==> config.mk <==
export PLATFORM = sky130hd
export DESIGN_NAME = cache_req_initiator
export DESIGN_NICKNAME = d
export VERILOG_FILES = /design/src/rtl/cache_req_pkg.sv /design/src/rtl/cache_rsp_buf.sv /design/src/rtl/cache_req_initiator.sv
export SDC_FILE = /design/constraint.sdc
export NUM_CORES = 1
export LEC_CHECK = 0
export BUFFER_PORTS_ARGS = -buffer_cell sky130_fd_sc_hd__buf_2
export CAP_MARGIN = 10
export CORE_ASPECT_RATIO = 2
export CORE_MARGIN = 2
export CORE_UTILIZATION = 39
export CTS_BUF_LIST = sky130_fd_sc_hd__clkbuf_16
export CTS_CLUSTER_SIZE = 24
export DETAILED_ROUTE_END_ITERATION = 10
export GPL_ROUTABILITY_DRIVEN = 0
export PLACE_DENSITY = 0.72
export SLEW_MARGIN = 20
export SYNTH_ARGS = -nofsm -noshare
export SYNTH_HDL_FRONTEND = slang
export SYNTH_HIERARCHICAL = 1
export SYNTH_SLANG_ARGS = --single-unit
==> constraint.sdc <==
create_clock -name clk -period 3.17 [get_ports clk]
set_input_delay 0 -clock clk [delete_from_list [all_inputs] [get_ports clk]]
set_output_delay 0 -clock clk [all_outputs]
set_load 0.03 [all_outputs]
==> src/rtl/cache_req_pkg.sv <==
// Shared types and constants for the CPU-to-cache request initiator.
package cache_req_pkg;

   localparam int unsigned ADDR_W = 32;
   localparam int unsigned DATA_W = 32;
   localparam int unsigned MASK_W = 4;

   localparam logic [ADDR_W-1:0] WORD_ALIGN_MASK = 32'hFFFF_FFFC;

   typedef enum logic [1:0] {
      IDLE = 2'd0,
      BUSY = 2'd1,
      HOLD = 2'd2
   } cache_req_state_t;

   typedef struct packed {
      logic [ADDR_W-1:0] addr;
      logic [MASK_W-1:0] rmask;
      logic [MASK_W-1:0] wmask;
      logic [DATA_W-1:0] wdata;
   } cache_req_t;

endpackage

==> src/rtl/cache_rsp_buf.sv <==
// One-entry response skid buffer: holds load data while the pipeline stalls.
module cache_rsp_buf
   import cache_req_pkg::*;
(
   input  logic              clk,
   input  logic              rst,
   input  logic              i_load,
   input  logic              i_clear,
   input  logic [DATA_W-1:0] i_data,
   output logic [DATA_W-1:0] o_data
);

   logic [DATA_W-1:0] r_data;

   always_ff @(posedge clk) begin
      if (!rst) begin
         r_data <= '0;
      end else if (i_clear) begin
         r_data <= '0;
      end else if (i_load) begin
         r_data <= i_data;
      end
   end

   assign o_data = r_data;

endmodule

==> src/rtl/cache_req_initiator.sv <==
// Requester-side driver for the CPU-to-cache port, one request outstanding.
// Optional BUSY watchdog compiled in with CACHE_REQ_TIMEOUT_EN.
module cache_req_initiator
   import cache_req_pkg::*;
#(
   parameter int unsigned TIMEOUT_CYCLES = 1024
) (
   input  logic              clk,
   input  logic              rst,
   input  logic              req_valid,
   output logic              req_ready,
   input  logic [ADDR_W-1:0] req_addr,
   input  logic [MASK_W-1:0] req_rmask,
   input  logic [MASK_W-1:0] req_wmask,
   input  logic [DATA_W-1:0] req_wdata,
   output logic              rsp_valid,
   input  logic              rsp_ready,
   output logic [DATA_W-1:0] rsp_rdata,
   output logic [ADDR_W-1:0] mem_addr,
   output logic [MASK_W-1:0] mem_rmask,
   output logic [MASK_W-1:0] mem_wmask,
   output logic [DATA_W-1:0] mem_wdata,
   input  logic [DATA_W-1:0] mem_rdata,
   input  logic              mem_resp,
   output logic              timeout_err
);

   cache_req_state_t  r_state;
   cache_req_state_t  w_next_state;
   cache_req_t        r_mem;
   cache_req_t        w_req;
   logic              w_has_mask;
   logic              w_accept;
   logic              w_req_ready;
   logic              w_rsp_valid;
   logic [DATA_W-1:0] w_rsp_rdata;
   logic [DATA_W-1:0] w_resp_data;
   logic [DATA_W-1:0] w_buf_data;
   logic              w_buf_load;
   logic              w_buf_clear;

   // Cache-facing view of the incoming request; a store mask overrides the read mask.
   always_comb begin
      w_req.addr  = req_addr & WORD_ALIGN_MASK;
      w_req.rmask = (req_wmask != '0) ? '0 : req_rmask;
      w_req.wmask = req_wmask;
      w_req.wdata = req_wdata;
   end

   assign w_has_mask  = (req_rmask != '0) || (req_wmask != '0);
   assign w_resp_data = (r_mem.wmask != '0) ? '0 : mem_rdata;

   always_ff @(posedge clk) begin
      if (!rst) begin
         r_state <= IDLE;
      end else begin
         r_state <= w_next_state;
      end
   end

   always_comb begin
      w_next_state = r_state;
      w_req_ready  = 1'b0;
      w_rsp_valid  = 1'b0;
      w_rsp_rdata  = '0;
      w_buf_load   = 1'b0;
      w_buf_clear  = 1'b0;
      w_accept     = 1'b0;

      case (r_state)
         IDLE: begin
            w_req_ready = 1'b1;
         end
         BUSY: begin
            if (mem_resp) begin
               w_rsp_valid = 1'b1;
               w_rsp_rdata = w_resp_data;
               if (rsp_ready) begin
                  w_req_ready  = 1'b1;
                  w_next_state = IDLE;
               end else begin
                  w_buf_load   = 1'b1;
                  w_next_state = HOLD;
               end
            end
         end
         HOLD: begin
            w_rsp_valid = 1'b1;
            w_rsp_rdata = w_buf_data;
            if (rsp_ready) begin
               w_req_ready  = 1'b1;
               w_buf_clear  = 1'b1;
               w_next_state = IDLE;
            end
         end
         default: begin
            w_next_state = IDLE;
         end
      endcase

      // Nothing is offered or returned to the pipeline while reset is held.
      if (!rst) begin
         w_req_ready = 1'b0;
         w_rsp_valid = 1'b0;
         w_rsp_rdata = '0;
      end

      w_accept = req_valid && w_req_ready;
      if (w_accept) begin
         if (w_has_mask) begin
            w_next_state = BUSY;
         end else begin
            w_buf_clear  = 1'b1;
            w_next_state = HOLD;
         end
      end
   end

   // Cache-side request register; masks drop as soon as the cache completes.
   always_ff @(posedge clk) begin
      if (!rst) begin
         r_mem <= '0;
      end else if (w_accept && w_has_mask) begin
         r_mem <= w_req;
      end else if ((r_state == BUSY) && mem_resp) begin
         r_mem.rmask <= '0;
         r_mem.wmask <= '0;
      end
   end

   cache_rsp_buf u_rsp_buf (
      .clk     (clk),
      .rst     (rst),
      .i_load  (w_buf_load),
      .i_clear (w_buf_clear),
      .i_data  (w_resp_data),
      .o_data  (w_buf_data)
   );

`ifdef CACHE_REQ_TIMEOUT_EN
   localparam int unsigned CNT_W = $clog2(TIMEOUT_CYCLES + 1);

   logic [CNT_W-1:0] r_to_cnt;
   logic             r_timeout_err;

   // Saturating BUSY watchdog; the flag is sticky and never aborts the transaction.
   always_ff @(posedge clk) begin
      if (!rst) begin
         r_to_cnt      <= '0;
         r_timeout_err <= 1'b0;
      end else if (w_accept && w_has_mask) begin
         r_to_cnt <= '0;
      end else if ((r_state == BUSY) && !mem_resp &&
                   (r_to_cnt != CNT_W'(TIMEOUT_CYCLES))) begin
         r_to_cnt <= r_to_cnt + CNT_W'(1);
         if (r_to_cnt == CNT_W'(TIMEOUT_CYCLES - 1)) begin
            r_timeout_err <= 1'b1;
         end
      end
   end

   assign timeout_err = r_timeout_err;
`else
   assign timeout_err = 1'b0;
`endif

   assign req_ready = w_req_ready;
   assign rsp_valid = w_rsp_valid;
   assign rsp_rdata = w_rsp_rdata;
   assign mem_addr  = r_mem.addr;
   assign mem_rmask = r_mem.rmask;
   assign mem_wmask = r_mem.wmask;
   assign mem_wdata = r_mem.wdata;

endmodule

==> results of run 1 <==
repair_timing:
| action | CTS | global route |
|---|---|---|
| hold buffers | 70 | 0 |
| setup buffers | 0 | 0 |
| endpoints found under the hold margin | 70 | 0 |
layout by cell type (no fill, tap or decap), types with 2 or more instances in the layout:
master,synthesis,routed
buf_2,5,210
dfxtp_1,104,104
nand3_1,76,76
o21ai_1,70,70
dlygate4sd3_1,0,70
nor2_1,68,67
nand2_1,64,64
and2_1,34,33
a22oi_1,32,32
mux2i_1,32,32
buf_4,4,10
clkbuf_16,0,9
ha_1,4,4
inv_1,3,3
conb_1,1,3
a21oi_1,2,2
nor2b_1,2,2
nand4_1,2,2
clkinv_1,0,2
clkinv_4,0,2
cell type report:
cell class                      instances  area [um^2]  area share, %
Multi-Input combinational cell        403         2240           33.6
Clock buffer                            9          225           3.38
Clock inverter                          7         71.3           1.07
Timing Repair Buffer                  291         1850           27.7
Tap cell                              145          181           2.72
Inverter                                4         15.0          0.225
Sequential cell                       104         2080           31.3
path summary, 6_finish.rpt:
check	cells after the start	slack (ns)	end
max	8	0.98	r_state[0]
min	4	0.03	u_rsp_buf/o_data[5]
max reg2reg	8	0.98	r_state[0]
min reg2reg	2	0.44	mem_wdata[30]
Yosys cell counts, drive strengths merged:
cell type    n  area (um^2)
nand3b       1         7.51
conb         1         3.75
nand2       65          246
inv          4         15.0
nor4         3         33.8
a22oi       32          240
a32o         1         10.0
a2111oi      1         8.76
dfxtp      104         2080
nor2b        2         12.5
o21ai       71          355
buf         24          228
nand3       76          380
a21oi        2         10.0
a211oi       1         20.0
nand2b       1         6.26
o211ai       1         7.51
nand4        2         12.5
and2        34          213
o2bb2ai      1         8.76
a21o         1         7.51
mux2i       32          320
o31ai        1         7.51
ha           4         50.1
clkbuf      31          116
nor2        68          255
state kept, by name, indices dropped and copies added, names as in the netlist:
name / flops
u_rsp_buf/o_data: 32
r_state: 2
mem_wmask: 4
mem_rmask: 4
mem_addr: 30
mem_wdata: 32
kinds of logic (layout without fill, tap and decap cells):
family,count (synthesis),in the layout
DFF,104,104
buffers and inverters,59,311
other,1,3
muxes,32,32
adders and majority gates,4,4
and+or+nand+nor,252,252
AOI/OAI and AO/OA,112,112
tightest hold or removal path: cells and delay by family:
family,cells,cell delay [ns]
simple gates,2,0.19
buf+inv,1,0.07
mux,1,0.07
metal layers:
metal  share of wire (%)  GRT usage, %  vias up
met2                  52          37.4      178
met1                  39          23.6     2293
li1                    -             -     2416
met3                 5.7          4.20       35
met5                   0             0        -
met4                 3.6          10.0        0
power by group through the flow:
| stage | sequential (mW) | combinational, mW | clock [mW] |
|---|---|---|---|
| after floorplan | 2.20 | 1.06 | 0 |
| after global placement | 1.73 | 2.03 | 0 |
| after detailed placement | 1.74 | 2.05 | 0 |
| after CTS | 1.72 | 2.12 | 1.14 |
| after global routing | 1.76 | 2.28 | 1.18 |
| final | 1.72 | 2.11 | 1.11 |
==> key figures, run 1 <==
Outcome
  • Status: finished, final reports clean

Global route
  • Largest net degree at the start of global routing: 78
  • GRT Total Usage: 21.1%
  • GR Overflow Total: 0
  • First-pass GRT wire length: 21.7 mm
  • Initial antenna violation count: 0
  • Number of global-route vias before repair: 4,636

Worst setup path
  • Worst path bufs/invs: 3
  • Worst setup EP type: flip-flop
  • CP arrival: 2.41 ns
  • RR Startpoint: r_state[1]
  • Crit path cell chain: inv_1, ha_1, nand2_1, buf_4, a211oi_4, buf_4, nor2_1, a21o_1
  • CP max stage delay: 0.64 ns
  • Critical Path Start Type: flip-flop
  • Critical Path Fanout Max: 71
  • Worst setup startpoint: r_state[1]
  • Critical path class: flip-flop to flip-flop
  • Crit-path leading delay family: buffers and inverters
  • Critical path's slowest cell: buf_4
  • Crit-path most repeated cell: buf_4
  • CP Data Required Time: 3.40 ns

Synth
  • Synth Area in XOR/XNOR: 0%
  • Cells after synthesis: 564
  • Synth warn: 6
  • Complex-gate fraction of the synthesized area: 14.5%
  • Main combinational cell family by area after synthesis: simple AND/OR/NAND/NOR gates
  • Cell variety after synth: 34
  • Syn avg cell area: 8.26 um^2
  • Post-synthesis adder-cell area fraction: 1.07%
  • Area share of and/or/nand/nor cells after synthesis: 25.1%
  • Mux cell area share after synthesis: 6.88%
  • #FFs+latches synth: 104
  • Seq/Total Area, Yosys: 44.7%
  • Synthesized area: 0.00466 mm^2

Power and ir drop
  • Reg power frac: 34.9%
  • Pwr Density: 742 mW/mm^2
  • Max IR drop VDD: 366 uV
  • Lkg Pwr: 2.89 nW
  • Fraction of power spent switching nets: 42.0%
  • Tot Pwr: 4.94 mW
  • Comb pwr share: 42.7%
  • Cell Int Power: 2.87 mW
  • NetSw: 2.07 mW
  • Clk pwr share: 22.4%

CTS
  • Cts bufs inserted: 9
  • Max clock buf depth: 2
  • Worst-Skew Late Latency: 0.34 ns
  • Post-CTS sizing: 0
  • Total clock sinks: 104
  • CTS tree: done
  • Clock slew at reported path FFs: 0.07 ns
  • Root Driver: clkbuf_16
  • H-tree Lvls: 3

Detailed routing
  • DR iter-0 viols: 167
  • Vias post-DR: 4,922
  • Post-route ant nets: 0
  • Final WL: 14.2 mm
  • Wirelength per Cell: 14.8 um
  • Vias/cell: 5.11
  • Pre-antenna DRT Iters: 4
  • DRC: 0

Finish
  • Fillers: 1,077
  • Antenna cells: 0
  • Core Util, Final: 56.9%
  • Layout cells sized above 1: 29.6%
  • Final Non-Filler Cells: 963
  • # nets final: 926
  • Area Overhead vs Synth: 43.0%
  • Final Cell Area: 0.00666 mm^2

Die
  • Row cnt: 56
  • Core area: 0.0117 mm^2
  • Initial core utilization: 39.8%
  • Die width: 81.3 um
  • Full die area: 0.0129 mm^2
  • Die height: 159 um
  • I/O Pins: 216

Placed design
  • Placed Area: 0.00566 mm^2
  • Pre-CTS setup slack: 0.973 ns
  • Port bufs: 210
  • DP Cell Count: 877
  • DPL Wire Length: 8.71 mm

Timing
  • RSZ-0062 raised after global routing: false
  • Slew headroom: 46.2%
  • # setup viols final: 0
  • Setup tns final: 0 ns
  • Highest Clock Rate: 458 MHz
  • Slew @ Worst Pin: 0.808 ns
  • Hold slack: 0.0349 ns
  • Period minus WS final: 2.19 ns
  • Final Skew: 0.00980 ns
  • Period utilisation layout: 68.9%
  • Max-slew violation count: 0
  • Final Hold Viols: 0
  • Setup ws final: 0.985 ns

Worst hold path
  • Min-delay src: mem_rdata[5]
  • Min-Delay Path Class: input pin to flip-flop

Flow run
  • MaxCap Viol Count: 0
No activity file was read; power rests on OpenSTA's default activity.
==> run 2, diff against run 1 <==
==> constraint.sdc (replaced) <==
create_clock -name clk -period 2.2 [get_ports clk]
set_input_delay 0 -clock clk [delete_from_list [all_inputs] [get_ports clk]]
set_output_delay 0 -clock clk [all_outputs]
set_load 0.03 [all_outputs]
==> key figures, run 2 (synthesis gave the netlist of run 1 again) <==
Detailed routing
  • Wirelength per Cell: 14.9 um (was 14.8 um)
  • Pre-antenna DRT Iters: 4 (unchanged)
  • Final WL: 14.4 mm (was 14.2 mm)
  • Metal1 wirelength: 5.54 mm (was 5.52 mm)
  • DRC: 0 (unchanged)
  • Top Metal Used: met4 (unchanged)
  • DR iter-0 viols: 235 (was 167)
  • Vias post-DR: 4,949 (was 4,922)
  • Met2 wire length: 7.49 mm (was 7.37 mm)
  • Vias/cell: 5.14 (was 5.11)
  • Routed met3 length: 922 um (was 809 um)
  • Post-route ant nets: 0 (unchanged)

CTS
  • Post-CTS Setup Bufs: 0 (unchanged)
  • Post-CTS sizing: 0 (unchanged)
  • Root Driver: clkbuf_16 (unchanged)
  • H-tree Lvls: 3 (unchanged)
  • Cts bufs inserted: 9 (unchanged)
  • Max clock buf depth: 2 (unchanged)
  • Worst-Skew Late Latency: 0.34 ns (about the same)
  • CTS tree: done (unchanged)
  • CTS Hold Bufs: 70 (unchanged)
  • Clock slew at reported path FFs: 0.07 ns (about the same)
  • Total clock sinks: 104 (unchanged)

Die
  • Initial core utilization: 39.8% (unchanged)
  • Full die area: 0.0129 mm^2 (unchanged)
  • Row cnt: 56 (unchanged)
  • Die height: 159 um (unchanged)
  • I/O Pins: 216 (unchanged)
  • Core area: 0.0117 mm^2 (unchanged)
  • Die width: 81.3 um (unchanged)

Placed design
  • Placed Area: 0.00569 mm^2 (was 0.00566 mm^2)
  • DPL Wire Length: 8.69 mm (was 8.71 mm)
  • Port bufs: 210 (unchanged)

Power and ir drop
  • Pwr Density: 1060 mW/mm^2 (was 742 mW/mm^2)
  • Max IR drop VDD: 559 uV (was 366 uV)
  • Comb pwr share: 43.6% (was 42.7%)
  • Lkg Pwr: 2.89 nW (about the same)
  • Reg power frac: 35.4% (was 34.9%)
  • NetSw: 3.00 mW (was 2.07 mW)
  • Cell Int Power: 4.03 mW (was 2.87 mW)
  • Fraction of power spent switching nets: 42.6% (was 42.0%)
  • Clk pwr share: 21.0% (was 22.4%)

Timing
  • Highest Clock Rate: 501 MHz (was 458 MHz)
  • Max-slew violation count: 0 (unchanged)
  • Final Skew: 0.0108 ns (was 0.00980 ns)
  • Slew headroom: 46.2% (about the same)
  • Final Hold Viols: 0 (unchanged)
  • RSZ-0062 raised after global routing: false (unchanged)
  • Period utilisation layout: 90.7% (was 68.9%)
  • # setup viols final: 0 (unchanged)
  • Setup tns final: 0 ns (unchanged)
  • Slew @ Worst Pin: 0.806 ns (was 0.808 ns)
  • Period minus WS final: 2.00 ns (was 2.19 ns)

Global route
  • Initial antenna violation count: 0 (unchanged)
  • First-pass GRT wire length: 21.8 mm (was 21.7 mm)
  • Number of global-route vias before repair: 4,624 (was 4,636)
  • GRT Total Usage: 21.3% (was 21.1%)
  • GR Overflow Total: 0 (unchanged)
  • Largest net degree at the start of global routing: 78 (unchanged)

Finish
  • Antenna cells: 0 (unchanged)
  • Commonest non-fill, non-tap cells in the layout: buf_2, dfxtp_1, nand3_1, o21ai_1, dlygate4sd3_1 (unchanged)
  • # nets final: 927 (was 926)
  • Fillers: 1,046 (was 1,077)
  • Area Overhead vs Synth: 42.8% (was 43.0%)
  • Layout cells sized above 1: 29.7% (was 29.6%)
  • Most common cell after layout, fill and taps aside: buf_2 (unchanged)
  • Final Cell Area: 0.00665 mm^2 (was 0.00666 mm^2)

Flow run
  • MaxCap Viol Count: 0 (unchanged)

Worst setup path
  • CP Data Required Time: 2.45 ns (was 3.40 ns)
  • Critical Path Start Type: flip-flop (unchanged)
  • CP max stage delay: 0.51 ns (was 0.64 ns)
  • CP arrival: 2.25 ns (was 2.41 ns)
  • Worst setup EP type: flip-flop (unchanged)
  • Worst path bufs/invs: 2 (was 3)
  • Critical Path Fanout Max: 52 (was 71)
  • Critical path class: flip-flop to flip-flop (unchanged)
  • Critical path's slowest cell: buf_4 (unchanged)
  • Crit-path leading delay family: buffers and inverters (unchanged)
  • Crit path cell chain: inv_1, ha_1, nor2_1, a211oi_4, buf_4, nand3_1, o21ai_1 (was inv_1, ha_1, nand2_1, buf_4, a211oi_4, buf_4, nor2_1, a21o_1)

Worst hold path
  • Min-Delay Path Class: input pin to flip-flop (unchanged)

Outcome
  • Status: finished, final reports clean (unchanged)
run 2: cell types whose count changed in the layout (fill, tap and decap cells not counted), sizes merged:
cell | previous run | this run
buf | 221 | 222
bufinv | 1 | 0
clkinv | 4 | 0
clkinvlp | 1 | 2
inv | 5 | 7
run 2: layout make-up:
cell class	count	area, um^2	area share (%)
clock inverters	5	41.3	0.621
flip-flops and latches	104	2080	31.3
inverters	4	15.0	0.226
well taps	145	181	2.73
repair buffers	292	1870	28.1
multi-input cells	403	2240	33.7
clock buffers	9	225	3.39
run 2: worst register-to-register path: cells and delay by family, from the launching register on:
family	cells	cell delay, ns
AND/OR/NAND/NOR	2	0.27
AO/OA/AOI/OAI	2	0.48
flip-flops	1	0.34
buffers and inverters	2	0.60
adder cells (fa/ha/maj)	1	0.23
run 2: layer usage:
layer	vias to the layer above	track usage (%)
met3	33	4.65
met4	0	8.88
met1	2291	23.4
li1	2412	-
met5	-	0
met2	213	38.2
run 2: through the flow:
stage               instances  power (mW)  hold slack [ns]  utilization [%]  worst slack [ns]
finish                    962        7.03           0.0389             56.9             0.205
global route              962        7.41           0.0363             56.9            0.0321
CTS                       962        7.05           0.0300             56.9             0.213
detailed placement        878        5.47            0.226             48.6             0.232
global placement          878        5.43            0.219             48.6             0.263
floorplan                 566        4.71            0.137                -             0.257
run 2: path summary, 6_finish.rpt:
| kind | depth (start not counted) | end | start | slack, ns |
|---|---|---|---|---|
| max reg2reg | 7 | mem_addr[24] | r_state[0] | 0.20 |
| min reg2reg | 2 | mem_addr[23] | mem_addr[23] | 0.45 |
| max | 7 | mem_addr[24] | r_state[0] | 0.20 |
| min | 4 | u_rsp_buf/o_data[25] | mem_rdata[25] | 0.04 |
run 2: power groups by stage:
stage                     Combinational [mW]  Clock (mW)  Sequential [mW]
after detailed placement                2.95           0             2.51
after floorplan                         1.53           0             3.17
after global placement                  2.93           0             2.50
after global routing                    3.30        1.58             2.54
after CTS                               3.06        1.52             2.47
final                                   3.06        1.47             2.49
==> run 3, diff against run 2 <==
--- a/config.mk
+++ b/config.mk
@@ -7,14 +7,16 @@
 export LEC_CHECK = 0
 export BUFFER_PORTS_ARGS = -buffer_cell sky130_fd_sc_hd__buf_2
 export CAP_MARGIN = 10
+export CELL_PAD_IN_SITES_DETAIL_PLACEMENT = 0
+export CELL_PAD_IN_SITES_GLOBAL_PLACEMENT = 1
 export CORE_ASPECT_RATIO = 2
 export CORE_MARGIN = 2
-export CORE_UTILIZATION = 39
+export CORE_UTILIZATION = 33
 export CTS_BUF_LIST = sky130_fd_sc_hd__clkbuf_16
 export CTS_CLUSTER_SIZE = 24
 export DETAILED_ROUTE_END_ITERATION = 10
 export GPL_ROUTABILITY_DRIVEN = 0
-export PLACE_DENSITY = 0.72
+export PLACE_DENSITY = 0.83
 export SLEW_MARGIN = 20
 export SYNTH_ARGS = -nofsm -noshare
 export SYNTH_HDL_FRONTEND = slang
==> key figures, run 3 (synthesis gave the netlist of run 1 again) <==
Timing
  • Setup ws final: 0.276 ns (was 0.205 ns)
  • Final Skew: 0.00506 ns (was 0.0108 ns)
  • Period minus WS final: 1.92 ns (was 2.00 ns)
  • # setup viols final: 0 (unchanged)
  • Max-slew violation count: 0 (unchanged)
  • Slew headroom: 62.1% (was 46.2%)
  • Final Hold Viols: 0 (unchanged)
  • Setup tns final: 0 ns (unchanged)
  • RSZ-0062 raised after global routing: false (unchanged)
  • Highest Clock Rate: 520 MHz (was 501 MHz)
  • Hold slack: 0.0285 ns (was 0.0389 ns)
  • Period utilisation layout: 87.5% (was 90.7%)
  • Slew @ Worst Pin: 0.569 ns (was 0.806 ns)

CTS
  • Post-CTS Setup Bufs: 0 (unchanged)
  • H-tree Lvls: 3 (unchanged)
  • Worst-Skew Late Latency: 0.34 ns (about the same)
  • Total clock sinks: 104 (unchanged)
  • Clock slew at reported path FFs: 0.07 ns (about the same)
  • Max clock buf depth: 2 (unchanged)
  • Post-CTS sizing: 0 (unchanged)
  • Cts bufs inserted: 9 (unchanged)
  • CTS tree: done (unchanged)
  • CTS Hold Bufs: 70 (unchanged)
  • Root Driver: clkbuf_16 (unchanged)

Worst setup path
  • CP Data Required Time: 2.42 ns (was 2.45 ns)
  • CP arrival: 2.14 ns (was 2.25 ns)
  • Crit path to: mem_addr[31] (was mem_addr[24])
  • Worst setup startpoint: r_state[1] (was r_state[0])
  • Critical Path Fanout Max: 26 (was 52)
  • CP max stage delay: 0.37 ns (was 0.51 ns)
  • Critical Path Start Type: flip-flop (unchanged)
  • RR Startpoint: r_state[1] (was r_state[0])
  • R2r setup slk: 0.28 ns (was 0.20 ns)
  • Worst R2R End: mem_addr[31] (was mem_addr[24])
  • R2r worst-path depth: 7 (unchanged)
  • Critical path class: flip-flop to flip-flop (unchanged)
  • Worst setup EP type: flip-flop (unchanged)
  • Critical path's slowest cell: a211oi_4 (was buf_4)
  • Crit path cell chain: inv_1, ha_1, nor2_1, a211oi_4, and2_2, buf_4, o21ai_1 (was inv_1, ha_1, nor2_1, a211oi_4, buf_4, nand3_1, o21ai_1)

Worst hold path
  • Min-delay src: mem_rdata[3] (was mem_rdata[25])
  • Min-Delay Path Class: input pin to flip-flop (unchanged)

Placed design
  • DPL Wire Length: 9.63 mm (was 8.69 mm)
  • Port bufs: 210 (unchanged)
  • Placed Area: 0.00579 mm^2 (was 0.00569 mm^2)
  • Pre-CTS setup slack: 0.283 ns (was 0.232 ns)

Flow run
  • MaxCap Viol Count: 0 (unchanged)

Finish
  • Final Cell Area: 0.00680 mm^2 (was 0.00665 mm^2)
  • # nets final: 928 (was 927)
  • Layout cells sized above 1: 29.8% (was 29.7%)
  • Multi-input combinational cell area: 0.00224 mm^2 (unchanged)
  • Core Util, Final: 49.2% (was 56.9%)
  • Most common cell after layout, fill and taps aside: buf_2 (unchanged)
  • Commonest non-fill, non-tap cells in the layout: buf_2, dfxtp_1, nand3_1, o21ai_1, dlygate4sd3_1 (unchanged)
  • Fillers: 1,418 (was 1,046)
  • Antenna cells: 0 (unchanged)
  • Area Overhead vs Synth: 46.0% (was 42.8%)
  • Seq. cell area: 0.00208 mm^2 (unchanged)

Detailed routing
  • Wirelength per Cell: 14.4 um (was 14.9 um)
  • DR iter-0 viols: 168 (was 235)
  • Post-route ant nets: 0 (unchanged)
  • Final WL: 14.5 mm (was 14.4 mm)
  • Vias/cell: 4.80 (was 5.14)
  • Vias post-DR: 4,844 (was 4,949)
  • DRC: 0 (unchanged)
  • Pre-antenna DRT Iters: 4 (unchanged)

Global route
  • Largest net degree at the start of global routing: 78 (unchanged)
  • GR Overflow Total: 0 (unchanged)
  • GRT Total Usage: 18.3% (was 21.3%)
  • First-pass GRT wire length: 21.9 mm (was 21.8 mm)
  • Number of global-route vias before repair: 4,481 (was 4,624)
  • Initial antenna violation count: 0 (unchanged)

Die
  • Die height: 172 um (was 159 um)
  • Initial core utilization: 33.7% (was 39.8%)
  • I/O Pins: 216 (unchanged)
  • Core area: 0.0138 mm^2 (was 0.0117 mm^2)
  • Full die area: 0.0151 mm^2 (was 0.0129 mm^2)
  • Die width: 88.0 um (was 81.3 um)
  • Row cnt: 61 (was 56)

Outcome
  • Status: finished, final reports clean (unchanged)

Power and ir drop
  • Lkg Pwr: 2.93 nW (was 2.89 nW)
  • Max IR drop VDD: 516 uV (was 559 uV)
  • Pwr Density: 1070 mW/mm^2 (was 1060 mW/mm^2)
[run 3: changes by cell type in the layout (fill, tap and decap cells not counted)]
| cell | change |
|---|---|
| buf_12 | +3 |
| inv_6 | -3 |
| buf_4 | -2 |
| bufinv_16 | +2 |
| clkinv_1 | +1 |
| clkinv_2 | +1 |
| inv_1 | +1 |
[run 3: worst max-delay path: cells and delay by family, from the launching register on]
family	cells	cell delay, ns
AOI/OAI and AO/OA	2	0.50
buffers and inverters	2	0.38
DFF	1	0.35
and+or+nand+nor	2	0.35
adders and majority gates	1	0.22
[run 3: area by class of cell]
| cell class | instances | share of cell area, % |
|---|---|---|
| multi-input combinational | 403 | 33.0 |
| sequential | 104 | 30.6 |
| timing repair buffer | 293 | 28.1 |
| tap | 189 | 3.48 |
| clock buffer | 9 | 3.31 |
| clock inverter | 7 | 1.29 |
| inverter | 4 | 0.221 |
[run 3: worst min path at each step]
stage	cells past startpoint	endpoint
floorplan	2	mem_addr[10]
global placement	3	mem_wdata[26]
detailed placement	3	mem_addr[2]
CTS	4	u_rsp_buf/o_data[11]
global route	4	u_rsp_buf/o_data[8]
finish	4	u_rsp_buf/o_data[3]
[run 3: per-stage QoR]
| step | std cells | total power, mW |
|---|---|---|
| global route | 1009 | 7.69 |
| floorplan | 566 | 4.71 |
| CTS | 1009 | 7.35 |
| detailed placement | 923 | 5.53 |
| finish | 1009 | 7.25 |
| global placement | 923 | 5.51 |
[run 3: metal layers]
| metal | part of all wire (%) | vias up | global-route usage [%] |
|---|---|---|---|
| met4 | 2.9 | 0 | 8.30 |
| met2 | 54 | 168 | 33.4 |
| met3 | 4.5 | 27 | 3.29 |
| met1 | 39 | 2231 | 20.1 |
| met5 | 0 | - | 0 |
| li1 | - | 2418 | - |
[run 3: power by group]
part	switching (mW)	internal [mW]
logic	2.08	1.02
registers	0.199	2.28
clock network	0.696	0.988
